$ cat config.mk
export PLATFORM = sky130hd
export DESIGN_NAME = mem_bus_arbiter_flat
export DESIGN_NICKNAME = d
export VERILOG_FILES = /design/src/rtl/mem_bus_arbiter_pkg.sv /design/src/rtl/mem_bus_arbiter_if.sv /design/src/rtl/mem_bus_arbiter_rr_pick2.sv /design/src/rtl/mem_bus_arbiter.sv /design/src/flat_wrapper.sv
export SDC_FILE = /design/constraint.sdc
export NUM_CORES = 1
export LEC_CHECK = 0
export CAP_MARGIN = 25
export CORE_MARGIN = 5
export CORE_UTILIZATION = 45
export DETAILED_ROUTE_END_ITERATION = 10
export GPL_ROUTABILITY_DRIVEN = 1
export PLACE_DENSITY_LB_ADDON = 0.05
export SYNTH_ARGS = -nofsm -noshare
export SYNTH_HDL_FRONTEND = slang
export SYNTH_SLANG_ARGS = --single-unit
export TNS_END_PERCENT = 50
$ cat constraint.sdc
create_clock -name clk -period 2.8 [get_ports clk]
set_input_delay 0.28 -clock clk [delete_from_list [all_inputs] [get_ports clk]]
set_output_delay 0.28 -clock clk [all_outputs]
set_load 0.01 [all_outputs]
$ cat src/rtl/mem_bus_arbiter_pkg.sv
// rtl/mem_bus_arbiter_pkg.sv - shared state encodings and strobe levels for the RAM bus arbiter
//
// Contents:
//   arb_state_e  : ARB_IDLE / ARB_ACCESS / ARB_TURN (2-bit)
//   RW_ACTIVE    : asserted level of the RAM R/W strobes (active low)
//   RW_IDLE      : released level of the RAM R/W strobes
//   port_onehot  : 1-bit port index -> 2-bit one-hot vector

package mem_bus_arbiter_pkg;

    typedef enum logic [1:0] {
        ARB_IDLE   = 2'd0,
        ARB_ACCESS = 2'd1,
        ARB_TURN   = 2'd2
    } arb_state_e;

    localparam logic RW_ACTIVE = 1'b0;
    localparam logic RW_IDLE   = 1'b1;

    function automatic logic [1:0] port_onehot(input logic port);
        return port ? 2'b10 : 2'b01;
    endfunction

endpackage

$ cat src/rtl/mem_bus_arbiter_if.sv
// rtl/mem_bus_arbiter_if.sv - requester and RAM-side signal bundle of the two-port RAM arbiter
//
// Requester side (per port, packed {port1,port0}):
//   req, we, lock, req_addr, req_wdata : requester -> arbiter
//   gnt, rvalid                        : arbiter -> requester (one-hot pulses)
//   rdata                              : arbiter -> requester (shared, registered)
// RAM side:
//   R, W      : active-low read / write strobes
//   addr      : RAM address (registered)
//   data_out  : RAM write data (registered)
//   mem_in    : RAM read data, combinational from addr while R is low
// Modports: slave = arbiter, master = requesters plus RAM model.

interface mem_bus_arbiter_if #(
    parameter int AW = 8,
    parameter int DW = 8
);
    logic [1:0]      req;
    logic [1:0]      we;
    logic [1:0]      lock;
    logic [2*AW-1:0] req_addr;
    logic [2*DW-1:0] req_wdata;
    logic [1:0]      gnt;
    logic [DW-1:0]   rdata;
    logic [1:0]      rvalid;
    logic            R;
    logic            W;
    logic [AW-1:0]   addr;
    logic [DW-1:0]   data_out;
    logic [DW-1:0]   mem_in;

    modport slave (
        input  req, we, lock, req_addr, req_wdata, mem_in,
        output gnt, rdata, rvalid, R, W, addr, data_out
    );

    modport master (
        output req, we, lock, req_addr, req_wdata, mem_in,
        input  gnt, rdata, rvalid, R, W, addr, data_out
    );
endinterface

$ cat src/rtl/mem_bus_arbiter_rr_pick2.sv
// rtl/mem_bus_arbiter_rr_pick2.sv - combinational two-way round-robin chooser
//
// Ports:
//   req       in  2  per-port request
//   owner     in  1  port that was granted most recently
//   lock_mask in  1  owner holds a lock: if the owner is requesting, only it is eligible
//   pick      out 1  chosen port (meaningful when pick_any)
//   pick_any  out 1  at least one eligible request

module rr_pick2
    import mem_bus_arbiter_pkg::*;
(
    input  logic [1:0] req,
    input  logic       owner,
    input  logic       lock_mask,
    output logic       pick,
    output logic       pick_any
);

    logic [1:0] eligible;

    always_comb begin
        eligible = req;
        // A lock only pins the bus while the owner keeps asking; otherwise it lapses.
        if (lock_mask && req[owner]) begin
            eligible = port_onehot(owner);
        end
        pick_any = |eligible;
        case (eligible)
            2'b01:   pick = 1'b0;
            2'b10:   pick = 1'b1;
            2'b11:   pick = ~owner;
            default: pick = owner;
        endcase
    end

endmodule

$ cat src/rtl/mem_bus_arbiter.sv
// rtl/mem_bus_arbiter.sv - round-robin arbiter sharing one 256x8 RAM between CPU port 0 and DMA port 1
//
// Parameters: AW address width, DW data width, MAX_HOLD max consecutive locked grants (>=1).
// Ports:
//   clk  in  clock, all state updates on posedge
//   rst  in  synchronous active-high reset
//   bus  slave modport of mem_bus_arbiter_if (requester handshake + RAM strobes/address/data)
// Every access takes one ACCESS cycle; same-owner accesses alternate IDLE/ACCESS and an owner
// change out of ACCESS inserts one TURN dead cycle with both strobes released.

module mem_bus_arbiter
    import mem_bus_arbiter_pkg::*;
#(
    parameter int AW       = 8,
    parameter int DW       = 8,
    parameter int MAX_HOLD = 4
) (
    input  logic             clk,
    input  logic             rst,
    mem_bus_arbiter_if.slave bus
);

    localparam int             HCW       = $clog2(MAX_HOLD + 1);
    localparam logic [HCW-1:0] HOLD_LAST = HCW'(MAX_HOLD - 1);

    arb_state_e     state;
    logic           owner;
    logic           locked;      // one-cycle flag: IDLE following a locked grant
    logic           cur_we;
    logic [HCW-1:0] hold_cnt;    // locked grants to owner beyond the first in this run

    logic           pick;
    logic           pick_any;
    logic           sel;
    logic           sel_we;
    logic [AW-1:0]  sel_addr;
    logic [DW-1:0]  sel_wdata;

    rr_pick2 u_rr_pick2 (
        .req      (bus.req),
        .owner    (owner),
        .lock_mask(locked),
        .pick     (pick),
        .pick_any (pick_any)
    );

    // Port whose request would be launched this cycle: fresh arbitration in IDLE,
    // the already-chosen owner when coming out of TURN.
    always_comb begin
        sel       = (state == ARB_IDLE) ? pick : owner;
        sel_we    = bus.we[sel];
        sel_addr  = sel ? bus.req_addr[2*AW-1:AW]  : bus.req_addr[AW-1:0];
        sel_wdata = sel ? bus.req_wdata[2*DW-1:DW] : bus.req_wdata[DW-1:0];
    end

    always_ff @(posedge clk) begin
        if (rst) begin
            state        <= ARB_IDLE;
            owner        <= 1'b1;
            locked       <= 1'b0;
            cur_we       <= 1'b0;
            hold_cnt     <= '0;
            bus.gnt      <= 2'b00;
            bus.rvalid   <= 2'b00;
            bus.rdata    <= '0;
            bus.addr     <= '0;
            bus.data_out <= '0;
            bus.R        <= RW_IDLE;
            bus.W        <= RW_IDLE;
        end else begin
            bus.gnt    <= 2'b00;
            bus.rvalid <= 2'b00;
            bus.R      <= RW_IDLE;
            bus.W      <= RW_IDLE;
            locked     <= 1'b0;

            case (state)
                ARB_IDLE: begin
                    if (pick_any) begin
                        owner        <= pick;
                        cur_we       <= sel_we;
                        bus.addr     <= sel_addr;
                        bus.data_out <= sel_wdata;
                        bus.gnt      <= port_onehot(pick);
                        if (sel_we) bus.W <= RW_ACTIVE;
                        else        bus.R <= RW_ACTIVE;
                        state        <= ARB_ACCESS;
                        // pick == owner under a live lock means the owner is continuing its run
                        if (locked && pick == owner) hold_cnt <= hold_cnt + 1'b1;
                        else                         hold_cnt <= '0;
                    end else begin
                        hold_cnt <= '0;
                    end
                end

                ARB_ACCESS: begin
                    if (!cur_we) begin
                        bus.rdata  <= bus.mem_in;
                        bus.rvalid <= port_onehot(owner);
                    end
                    // req[owner] is deliberately not looked at here: it still belongs to
                    // the access being granted right now.
                    if (bus.lock[owner] && hold_cnt < HOLD_LAST) begin
                        locked <= 1'b1;
                        state  <= ARB_IDLE;
                    end else begin
                        hold_cnt <= '0;
                        if (bus.req[~owner]) begin
                            owner <= ~owner;
                            state <= ARB_TURN;
                        end else begin
                            state <= ARB_IDLE;
                        end
                    end
                end

                ARB_TURN: begin
                    // The new owner may have withdrawn during the dead cycle.
                    if (bus.req[owner]) begin
                        cur_we       <= sel_we;
                        bus.addr     <= sel_addr;
                        bus.data_out <= sel_wdata;
                        bus.gnt      <= port_onehot(owner);
                        if (sel_we) bus.W <= RW_ACTIVE;
                        else        bus.R <= RW_ACTIVE;
                        state        <= ARB_ACCESS;
                    end else begin
                        state <= ARB_IDLE;
                    end
                end

                default: state <= ARB_IDLE;
            endcase
        end
    end

endmodule
$ cat src/flat_wrapper.sv
// flat-port wrapper written by rule: the top's interface ports become plain ports
module mem_bus_arbiter_flat import mem_bus_arbiter_pkg::*;
#(
    parameter int AW       = 8,
    parameter int DW       = 8,
    parameter int MAX_HOLD = 4
)
  (clk, rst, bus_req, bus_we, bus_lock, bus_req_addr, bus_req_wdata, bus_mem_in, bus_gnt, bus_rdata, bus_rvalid, bus_R, bus_W, bus_addr, bus_data_out);
  mem_bus_arbiter_if #(.AW(AW), .DW(DW)) bus_i ();
  input  logic clk;
  input  logic rst;
  input wire logic [$bits(bus_i.req)-1:0] bus_req;
  input wire logic [$bits(bus_i.we)-1:0] bus_we;
  input wire logic [$bits(bus_i.lock)-1:0] bus_lock;
  input wire logic [$bits(bus_i.req_addr)-1:0] bus_req_addr;
  input wire logic [$bits(bus_i.req_wdata)-1:0] bus_req_wdata;
  input wire logic [$bits(bus_i.mem_in)-1:0] bus_mem_in;
  output wire logic [$bits(bus_i.gnt)-1:0] bus_gnt;
  output wire logic [$bits(bus_i.rdata)-1:0] bus_rdata;
  output wire logic [$bits(bus_i.rvalid)-1:0] bus_rvalid;
  output wire logic [$bits(bus_i.R)-1:0] bus_R;
  output wire logic [$bits(bus_i.W)-1:0] bus_W;
  output wire logic [$bits(bus_i.addr)-1:0] bus_addr;
  output wire logic [$bits(bus_i.data_out)-1:0] bus_data_out;
  assign bus_i.req = bus_req;
  assign bus_i.we = bus_we;
  assign bus_i.lock = bus_lock;
  assign bus_i.req_addr = bus_req_addr;
  assign bus_i.req_wdata = bus_req_wdata;
  assign bus_i.mem_in = bus_mem_in;
  assign bus_gnt = bus_i.gnt;
  assign bus_rdata = bus_i.rdata;
  assign bus_rvalid = bus_i.rvalid;
  assign bus_R = bus_i.R;
  assign bus_W = bus_i.W;
  assign bus_addr = bus_i.addr;
  assign bus_data_out = bus_i.data_out;
  mem_bus_arbiter #(.AW(AW), .DW(DW), .MAX_HOLD(MAX_HOLD)) u_core (.clk(clk), .rst(rst), .bus(bus_i));
endmodule
==> qor.yml, run 1 <==
timing.rr.start: "u_core.owner"
pin_count: 78
nNetsFinal: 330
ys_ff_latch: 38
synth_top_area_share_pct: 43.3
wirelength_microns: 4360
clkTransAtPathRegs_ns: 0.07
ant_nets: 0
start_util_pct: 47.2
top_usage_layer: "met2"
rows: 22
clkPwrFrac_pct: 25.8
chipWidth_microns: 72.5
met1_usage_pct: 17.9
cp-start-kind: "primary input"
first_iter_violations: 167
ir_drop_mv: 0.303
cp_slowest_cell: "clkdlybuf4s50_1"
drv_slew: 0
critPathMaxStageDelay_ns: 0.65
p_per_area_mw_per_mm2: 508
final_cells: 329
fin_hold_ws_ns: 0.473
utilization_pct: 70.0
dpl-instance-area_sq_mm: 0.00252
postCtsHoldBufs: 0
htreeDepth: 2
cts-root-buf: "clkbuf_8"
seqCellArea_sq_um: 761
synth_top_area_cell: "dfxtp_1"
critPathMaxFanout: 36
drc: 0
comb_power_share_pct: 26.6
tightest_slew_ns: 0.670
cts_buffers: 5
setup_viol_count_final: 0
finClkSkew_ns: 0.00652
seq_power_share_pct: 47.6
met3_usage_pct: 7.76
grt_use_met2_pct: 31.0
die_y_microns: 72.5
post_drt_wl_per_cell_microns: 13.3
synth_cell_types: 37
period_needed_ns: 2.01
power_switching_uw: 365
ctsResizeCount: 0
cts_sinks: 38
cts_buffer_depth: 2
synth_edf_count: 0
n_antenna_cell: 0
first_global_vias: 1655
r2r_slack_ns: 0.85
dr.pass1.iters: 4
place_congestion: 0.803
hpwlAfterDp_microns: 3150
max_freq_mhz: 497
grt_pass1_wl_microns: 7240
synthArstFlopShare_pct: 0
yosysWarnings: 0
yosys-top-cells-area: "dfxtp_1, o221ai_1, nand2_1"
cp_top_family: "buffers and inverters"
grt_max_degree: 37
synth_area_sq_mm: 0.00176
fin_crit_sh_pct: 71.9
stdcell_area_sq_mm: 0.00260
crit_arrival_ns: 2.20
worstReg2RegEnd: "u_core.bus.W"
syn_area_per_cell_sq_um: 8.28
port_buffers: 77
antenna_found_initial: 0
power.internal_uw: 956
dieArea_sq_mm: 0.00525
n_fill_cell: 312
hold_viol: 0
synth_seq_area_share_pct: 43.3
r2r_cells: 5
cts_tree: "yes"
viasPerCell: 5.33
overflow: 0
syn_inst: 212
outcome: "finished clean"
fin_tns_setup_ns: 0
cp_num_buf_inv: 2
cts_setup_buffers: 0
drv_cap: 0
clock_latency_ns: 0.28
slew_headroom_pct: 55.3
min_from: "u_core.bus.rdata[1]"
coreArea_sq_mm: 0.00372
crit_type: "primary input to flop"
yosys_most_used_dff: "dfxtp_1"
dp.cells: 322
critPathCaptureType: "flop"
syn_nets: 261
rsz0062_at_grt: "no"
final_common_cell: "clkdlybuf4s50_1"
multiInputGateArea_sq_um: 823
required_ns: 2.98
min_to: "u_core.bus.rdata[1]"
synthToLayoutAreaGrowth_pct: 48.1
worstPathCellList: "clkdlybuf4s50_1, mux2i_1, a2111oi_4, buf_4, nand4_1, o21a_1"
p_leak_nw: 0.936
holdPathStages: 2
final_cell_mix: "clkdlybuf4s50_1, dfxtp_1, nand2_1"
worst-path-stages: 6
grt.total_usage_pct: 17.3
vias: 1752
min_path_type: "flop to flop"
layout-drive-gt1-share_pct: 4.63
p_sw_share_pct: 27.6
## stage by stage
stage | worst slack, ns | power (mW)
after floorplan | 1.13 | 0.813
after global placement | 0.524 | 0.993
after detailed placement | 0.491 | 0.995
after CTS | 0.791 | 1.34
after global routing | 0.645 | 1.40
final | 0.787 | 1.32
## kinds of logic after synthesis
logic type,count (synthesis),share of synthesized area [%]
multiplexers,2,1.21
flip-flops,38,43.3
adder cells (fa/ha/maj),1,0.713
AND/OR/NAND/NOR,73,20.9
AO/OA/AOI/OAI,58,24.1
buffers and inverters,40,9.76
## power groups by stage
stage	clock network [mW]	logic, mW	registers [mW]
final	0.340	0.351	0.629
after global routing	0.372	0.384	0.639
after CTS	0.350	0.355	0.630
after detailed placement	0	0.353	0.642
after global placement	0	0.352	0.641
after floorplan	0	0.165	0.648
## sequential cells by signal, summed over array words and instances, names as in the netlist
signal	cells
u_core.state	2
u_core.bus.W	1
u_core.locked	1
u_core.owner	1
u_core.cur_we	1
u_core.hold_cnt	3
u_core.bus.gnt	2
u_core.bus.rvalid	2
u_core.bus.data_out	8
u_core.bus.rdata	8
u_core.bus.R	1
u_core.bus.addr	8
## per-layer routing
metal  vias up  routed length [microns]  share of wire (%)
met3         7                      438                 10
met2        57                     2150                 49
met4         0                       56                1.3
met1       793                     1720                 39
met5         -                        0                  0
li1        895                        -                  -
## cell usage after synthesis, types with 2 or more instances
master and instances:
a21oi_1 17, buf_2 7, buf_4 3, clkbuf_1 8
dfxtp_1 38, inv_1 21, nand2_1 32, nand2b_1 7
nand4_1 17, nor2_1 7, nor4b_1 2, o21a_1 2
o21ai_0 9, o221ai_1 18, o311ai_0 2
## how the worst max path moves through the flow
stage	start	to	slack [ns]
floorplan	u_core.state[0]	u_core.bus.W	1.13
global placement	bus_req[1]	u_core.bus.W	0.52
detailed placement	bus_req[1]	u_core.bus.W	0.49
CTS	bus_req[1]	u_core.bus.W	0.79
global route	bus_req[1]	u_core.cur_we	0.64
finish	bus_req[1]	u_core.bus.W	0.79
## cell type report
class	instances	area share [%]
inverter	21	3.03
clock buffer	7	2.94
timing repair buffer	81	30.8
multi-input combinational	134	31.7
tap	48	2.31
sequential	38	29.3
## worst reg2reg max path, cell delays in order, from the launching register on
cell,delay [ns]
dfxtp_1,0.58
mux2i_1,0.24
a2111oi_4,0.37
buf_4,0.37
nand4_1,0.17
o21a_1,0.13
No activity file was read; power rests on OpenSTA's default activity.
==> run 2: changes to the inputs <==
--- a/config.mk
+++ b/config.mk
@@ -7,7 +7,7 @@
 export LEC_CHECK = 0
 export CAP_MARGIN = 25
 export CORE_MARGIN = 5
-export CORE_UTILIZATION = 45
+export CORE_UTILIZATION = 41
 export DETAILED_ROUTE_END_ITERATION = 10
 export GPL_ROUTABILITY_DRIVEN = 1
 export PLACE_DENSITY_LB_ADDON = 0.05
==> constraint.sdc (replaced) <==
create_clock -name clk -period 2 [get_ports clk]
set_input_delay 0.2 -clock clk [delete_from_list [all_inputs] [get_ports clk]]
set_output_delay 0.2 -clock clk [all_outputs]
set_load 0.01 [all_outputs]
==> run 2 against run 1 <==
Compared with the run above: global-route usage is 0.23 points higher; sequential power is 39% higher; hold slack worse by 0.015 ns; die area is 8.4% higher; cell count is 4.3% higher; critical path type unchanged; highest routed layer unchanged.
==> qor.yml, run 2 (synthesis results as in run 1) <==
viasPerCell: 5.20  # was 5.33
cp-start-kind: "primary input"  # unchanged
cts_buffers: 5  # unchanged
fin_hold_ws_ns: 0.458  # was 0.473 ns
antenna_found_initial: 0  # unchanged
min_path_type: "primary input to flop"  # was flop to flop
worstPathCellList: "clkdlybuf4s50_1, mux2i_1, a2111oi_4, buf_4, nand4_1, o221ai_1"  # was clkdlybuf4s50_1, mux2i_1, a2111oi_4, buf_4, nand4_1, o21a_1
drv_cap: 0  # unchanged
layout-drive-gt1-share_pct: 9.22  # was 4.63%
critPathMaxStageDelay_ns: 0.54  # was 0.65 ns
clock_latency_ns: 0.28  # about the same
cts_tree: "yes"  # unchanged
place_ws_ns: 0.00581  # was 0.491 ns
start_util_pct: 43.0  # was 47.2%
timing.rr.start: "u_core.owner"  # unchanged
min_to: "u_core.bus.rdata[4]"  # was u_core.bus.rdata[1]
grt_pass1_wl_microns: 7690  # was 7240 microns
slew_headroom_pct: 66.4  # was 55.3%
place_congestion: 0.842  # was 0.803
cp_slowest_cell: "clkdlybuf4s50_1"  # unchanged
hold_viol: 0  # unchanged
outcome: "finished clean"  # unchanged
critPathMaxFanout: 15  # was 36
ant_nets: 0  # unchanged
n_antenna_cell: 0  # unchanged
final_common_cell: "clkdlybuf4s50_1"  # unchanged
port_buffers: 77  # unchanged
overflow: 0  # unchanged
worst-path-stages: 6  # unchanged
crit_arrival_ns: 1.91  # was 2.20 ns
worstReg2RegEnd: "u_core.bus.addr[2]"  # was u_core.bus.W
postCtsHoldBufs: 0  # unchanged
largestRegisters: "u_core.bus.addr x8, u_core.bus.data_out x8, u_core.bus.rdata x8"  # unchanged
wirelength_microns: 4610  # was 4360 microns
p_per_area_mw_per_mm2: 756  # was 508 mW/mm^2
dieArea_sq_mm: 0.00569  # was 0.00525 sq mm
holdPathStages: 3  # was 2
cts-root-buf: "clkbuf_8"  # unchanged
dr.pass1.iters: 5  # was 4
pin_count: 78  # unchanged
tightest_slew_ns: 0.502  # was 0.670 ns
r2r_cells: 5  # unchanged
stdcell_area_sq_mm: 0.00273  # was 0.00260 sq mm
final.setup.worst_slack_ns: 0.295  # was 0.787 ns
cts_setup_buffers: 0  # unchanged
rsz0062_at_grt: "no"  # unchanged
vias: 1783  # was 1752
required_ns: 2.21  # was 2.98 ns
coreArea_sq_mm: 0.00409  # was 0.00372 sq mm
max_freq_mhz: 586
p_leak_nw: 1.01  # was 0.936 nW
critPathCaptureType: "flop"  # unchanged
first_global_vias: 1735  # was 1655
rows: 23  # was 22
finClkSkew_ns: 0.00441  # was 0.00652 ns
drv_slew: 0  # unchanged
chipWidth_microns: 75.4  # was 72.5 microns
cts_sinks: 38  # unchanged
ctsResizeCount: 0  # unchanged
fin_crit_sh_pct: 85.3
htreeDepth: 2  # unchanged
cts_buffer_depth: 2  # unchanged
ir_drop_mv: 0.411  # was 0.303 mV
min_from: "bus_mem_in[4]"  # was u_core.bus.rdata[1]
grt_max_degree: 20  # was 37
clkTransAtPathRegs_ns: 0.07  # about the same
die_y_microns: 75.4  # was 72.5 microns
fin_tns_setup_ns: 0  # unchanged
first_iter_violations: 101  # was 167
r2r_slack_ns: 0.31  # was 0.85 ns
synthToLayoutAreaGrowth_pct: 55.5  # was 48.1%
dpl-instance-area_sq_mm: 0.00262  # was 0.00252 sq mm
post_drt_wl_per_cell_microns: 13.4  # was 13.3 microns
cp_num_buf_inv: 2  # unchanged
hpwlAfterDp_microns: 3420  # was 3150 microns
nNetsFinal: 342  # was 330
drc: 0  # unchanged
crit_type: "primary input to flop"  # unchanged
final_cell_mix: "clkdlybuf4s50_1, dfxtp_1, nand2_1"  # unchanged
setup_viol_count_final: 0  # unchanged
grt.total_usage_pct: 17.5  # was 17.3%
cp_top_family: "buffers and inverters"  # unchanged
period_needed_ns: 1.71
[run 2: cell types whose count changed in the layout (fill, tap and decap cells not counted)]
| cell | delta |
|---|---|
| buf_4 | +12 |
| bufinv_16 | +1 |
| clkbuf_1 | -2 |
| clkbuf_8 | +1 |
[run 2: where the power goes]
part,total (mW),switching [mW],internal [mW]
combinational,0.533,0.235,0.297
clock,0.656,0.257,0.399
sequential,0.876,0.0475,0.828
[run 2: final cells by class]
| cell class | count | area, sq um |
|---|---|---|
| Clock buffer | 6 | 82.6 |
| Timing Repair Buffer | 93 | 891 |
| Sequential cell | 38 | 761 |
| Inverter | 21 | 78.8 |
| Multi-Input combinational cell | 134 | 823 |
| Tap cell | 50 | 62.6 |
| Fill cell | 365 | 1360 |
| Clock inverter | 1 | 30.0 |
[run 2: worst max path at each step]
stage                     from                endpoint  slack, ns
2_1_floorplan  u_core.state[0]            u_core.bus.W       0.33
3_3_place_gp        bus_req[1]  u_core.bus.data_out[2]       0.05
3_5_place_dp        bus_req[1]      u_core.bus.addr[2]      0.006
4_1_cts             bus_req[1]      u_core.bus.addr[2]       0.30
5_1_grt             bus_req[1]  u_core.bus.data_out[2]       0.11
6_report            bus_req[1]      u_core.bus.addr[2]       0.29
[run 2: per-layer routing]
layer  part of all wire, %  up-vias  GRT usage [%]
li1                      -      919              -
met1                    41      802           20.0
met2                    48       55           29.7
met3                   9.6        7           7.65
met4                   1.4        0           4.66
met5                     0        -              0
[run 2: per-stage QoR]
step | instances | utilization [%] | total power, mW
3_3_place_gp | 336 | 64.0 | 1.43
5_1_grt | 343 | 66.8 | 2.18
3_5_place_dp | 336 | 64.0 | 1.43
4_1_cts | 343 | 66.8 | 2.09
6_report | 343 | 66.8 | 2.06
2_1_floorplan | 212 | - | 1.14
[run 2: worst min-delay path, cell delays in order]
cell and delay (ns):
clkdlybuf4s50_1 0.39, nand2_1 0.06, a21oi_1 0.05
==> run 3: changes to the inputs <==
--- a/config.mk
+++ b/config.mk
@@ -7,8 +7,9 @@
 export LEC_CHECK = 0
 export CAP_MARGIN = 25
 export CORE_MARGIN = 5
-export CORE_UTILIZATION = 41
+export CORE_UTILIZATION = 61
 export DETAILED_ROUTE_END_ITERATION = 10
+export DONT_BUFFER_PORTS = 1
 export GPL_ROUTABILITY_DRIVEN = 1
 export PLACE_DENSITY_LB_ADDON = 0.05
 export SYNTH_ARGS = -nofsm -noshare
==> run 3 against run 2 <==
Compared with the run above: utilization increased by 4.1 points; clock skew is essentially flat; maximum frequency shrank 5.7%; largest cell class is now multi-input gates; final area is 28% lower; total power fell by 16%; sequential share of layout area increased by 11 points; combinational power decreased by 48%; die area down 29%; first-iteration DRC count shrank 28%.
==> qor.yml, run 3 (synthesis results as in run 1) <==
fin_hold_ws_ns: 0.00521  # was 0.458 ns
max_freq_mhz: 553  # was 586 MHz
seq_power_share_pct: 53.1  # was 42.4%
chipWidth_microns: 63.6  # was 75.4 microns
first_iter_violations: 73  # was 101
place_congestion: 0.789  # was 0.842
fin_crit_sh_pct: 90.4  # was 85.3%
rsz0062_at_grt: "no"  # unchanged
setup_viol_count_final: 0  # unchanged
grt_max_degree: 37  # was 20
p_leak_nw: 0.712  # was 1.01 nW
layout-drive-gt1-share_pct: 8.76  # was 9.22%
period_needed_ns: 1.81  # was 1.71 ns
antenna_found_initial: 0  # unchanged
endpoint: "u_core.bus.rdata[5]"  # was u_core.bus.addr[2]
min_path_type: "primary input to flop"  # unchanged
cts_sinks: 38  # unchanged
p_sw_share_pct: 28.4  # was 26.2%
r2r_cells: 5  # unchanged
clkPwrFrac_pct: 31.0  # was 31.8%
vias: 1541  # was 1783
cts_buffers: 5  # unchanged
critPathMaxFanout: 12  # was 15
wirelength_microns: 4170  # was 4610 microns
grt_pass1_wl_microns: 7100  # was 7690 microns
coreArea_sq_mm: 0.00276  # was 0.00409 sq mm
cts_buffer_depth: 2  # unchanged
critPathCaptureType: "flop"  # unchanged
critPathMaxStageDelay_ns: 0.57  # was 0.54 ns
required_ns: 2.29  # was 2.21 ns
outcome: "finished clean"  # unchanged
cp-start-kind: "flop"  # was primary input
slew_headroom_pct: 65.5  # was 66.4%
drc: 0  # unchanged
ant_nets: 0  # unchanged
worstPathCellList: "nand2b_1, buf_4, o21ai_0, a21oi_1, dlygate4sd3_1"  # was clkdlybuf4s50_1, mux2i_1, a2111oi_4, buf_4, nand4_1, o221ai_1
tightest_slew_ns: 0.510  # was 0.502 ns
ir_drop_mv: 0.878  # was 0.411 mV
die_y_microns: 63.6  # was 75.4 microns
hold_viol: 0  # unchanged
drv_slew: 0  # unchanged
finClkSkew_ns: 0.00478  # was 0.00441 ns
final_cell_mix: "dfxtp_1, nand2_1, inv_1"  # was clkdlybuf4s50_1, dfxtp_1, nand2_1
htreeDepth: 2  # unchanged
power_switching_uw: 492  # was 540 uW
power.internal_mw: 1.24  # was 1.52 mW
pin_count: 78  # unchanged
final_common_cell: "dfxtp_1"  # was clkdlybuf4s50_1
timing.rr.start: "u_core.state[1]"  # was u_core.owner
start_util_pct: 63.7  # was 43.0%
largestRegisters: "u_core.bus.addr x8, u_core.bus.data_out x8, u_core.bus.rdata x8"  # unchanged
r2r_slack_ns: 0.19  # was 0.31 ns
dr.pass1.iters: 4  # was 5
cts_setup_buffers: 0  # unchanged
fin_tns_setup_ns: 0  # unchanged
cp_slowest_cell: "dfxtp_1"  # was clkdlybuf4s50_1
nNetsFinal: 266  # was 342
worstReg2RegEnd: "u_core.bus.rdata[5]"  # was u_core.bus.addr[2]
clock_latency_ns: 0.34  # was 0.28 ns
port_buffers: 0  # was 77
cp-startpoint: "u_core.state[1]"  # was bus_req[1]
synthToLayoutAreaGrowth_pct: 11.3  # was 55.5%
rows: 19  # was 23
grt.total_usage_pct: 21.7  # was 17.5%
crit_arrival_ns: 2.10  # was 1.91 ns
overflow: 0  # unchanged
crit_type: "flop to flop"  # was primary input to flop
hpwlAfterDp_microns: 2910  # was 3420 microns
n_fill_cell: 224  # was 365
first_global_vias: 1599  # was 1735
post_drt_wl_per_cell_microns: 16.8  # was 13.4 microns
clkTransAtPathRegs_ns: 0.11  # was 0.07 ns
viasPerCell: 6.21  # was 5.20
drv_cap: 0  # unchanged
comb_power_share_pct: 15.9  # was 25.8%
p_per_area_mw_per_mm2: 886  # was 756 mW/mm^2
cts-root-buf: "clkbuf_4"  # was clkbuf_8
cts_tree: "yes"  # unchanged
n_antenna_cell: 0  # unchanged
dieArea_sq_mm: 0.00405  # was 0.00569 sq mm
run 3: cell count changes in the layout (fill, tap and decap cells not counted):
| cell | delta |
|---|---|
| buf_12 | +1 |
| clkdlybuf4s50_1 | -77 |
| clkbuf_4 | +5 |
| clkbuf_8 | -5 |
| dlygate4sd3_1 | +11 |
| nor2_2 | +1 |
| nor2_1 | -1 |
| buf_4 | -11 |
| and2_2 | +1 |
| and2_1 | -1 |
run 3: repair_timing:
item,in CTS,in global routing
endpoints found under the hold margin,16,0
resized for setup,0,2
endpoints found under the setup margin,0,2
hold buffers,11,0
run 3: power groups by stage:
stage | clock, mW | sequential, mW | combinational (mW)
after floorplan | 0 | 0.907 | 0.231
after global placement | 0 | 0.936 | 0.239
after detailed placement | 0 | 0.939 | 0.251
after CTS | 0.545 | 0.921 | 0.273
after global routing | 0.580 | 0.933 | 0.314
final | 0.537 | 0.920 | 0.275
run 3: routing by layer:
metal / vias to the layer above / GRT usage [%] / routed length [microns]
li1: 768 / - / -
met1: 703 / 23.4 / 1640
met2: 61 / 36.8 / 2100
met3: 9 / 8.88 / 348
met4: 0 / 9.35 / 81
met5: - / 0 / 0
run 3: worst max-delay path: cells and delay by family, from the launching register on:
kind	cells	cell delay, ns
buffers and inverters	2	0.74
AOI/OAI and AO/OA	2	0.22
DFF	1	0.57
and+or+nand+nor	1	0.22
run 3: cell type report:
cell class              count  area, sq um  share of cell area (%)
flip-flops and latches     38          761                    38.9
repair buffers             17          168                    8.58
well taps                  31         38.8                    1.98
clock buffers               6         51.3                    2.62
multi-input cells         134          827                    42.3
clock inverters             1         30.0                    1.54
inverters                  21         78.8                    4.03
run 3: metrics by stage:
step	instances	power [mW]	worst slack [ns]	instance area, sq um	utilization (%)
after detailed placement	230	1.19	0.192	1760	63.8
final	248	1.73	0.192	1950	70.9
after global routing	248	1.83	0.0797	1950	70.9
after CTS	248	1.74	0.0612	1950	70.7
after floorplan	212	1.14	0.329	1760	-
after global placement	230	1.17	0.320	1760	63.8
run 3: worst min path at each step:
stage	to	cells after the start	slack [ns]	start
2_1_floorplan	u_core.bus.rdata[0]	2	0.34	bus_mem_in[0]
3_3_place_gp	u_core.bus.rdata[5]	1	0.27	rst
3_5_place_dp	u_core.bus.rdata[5]	1	0.28	rst
4_1_cts	u_core.bus.data_out[3]	2	0.0003	bus_req_wdata[11]
5_1_grt	u_core.bus.data_out[0]	2	0.004	bus_req_wdata[8]
6_report	u_core.bus.data_out[2]	2	0.005	bus_req_wdata[10]
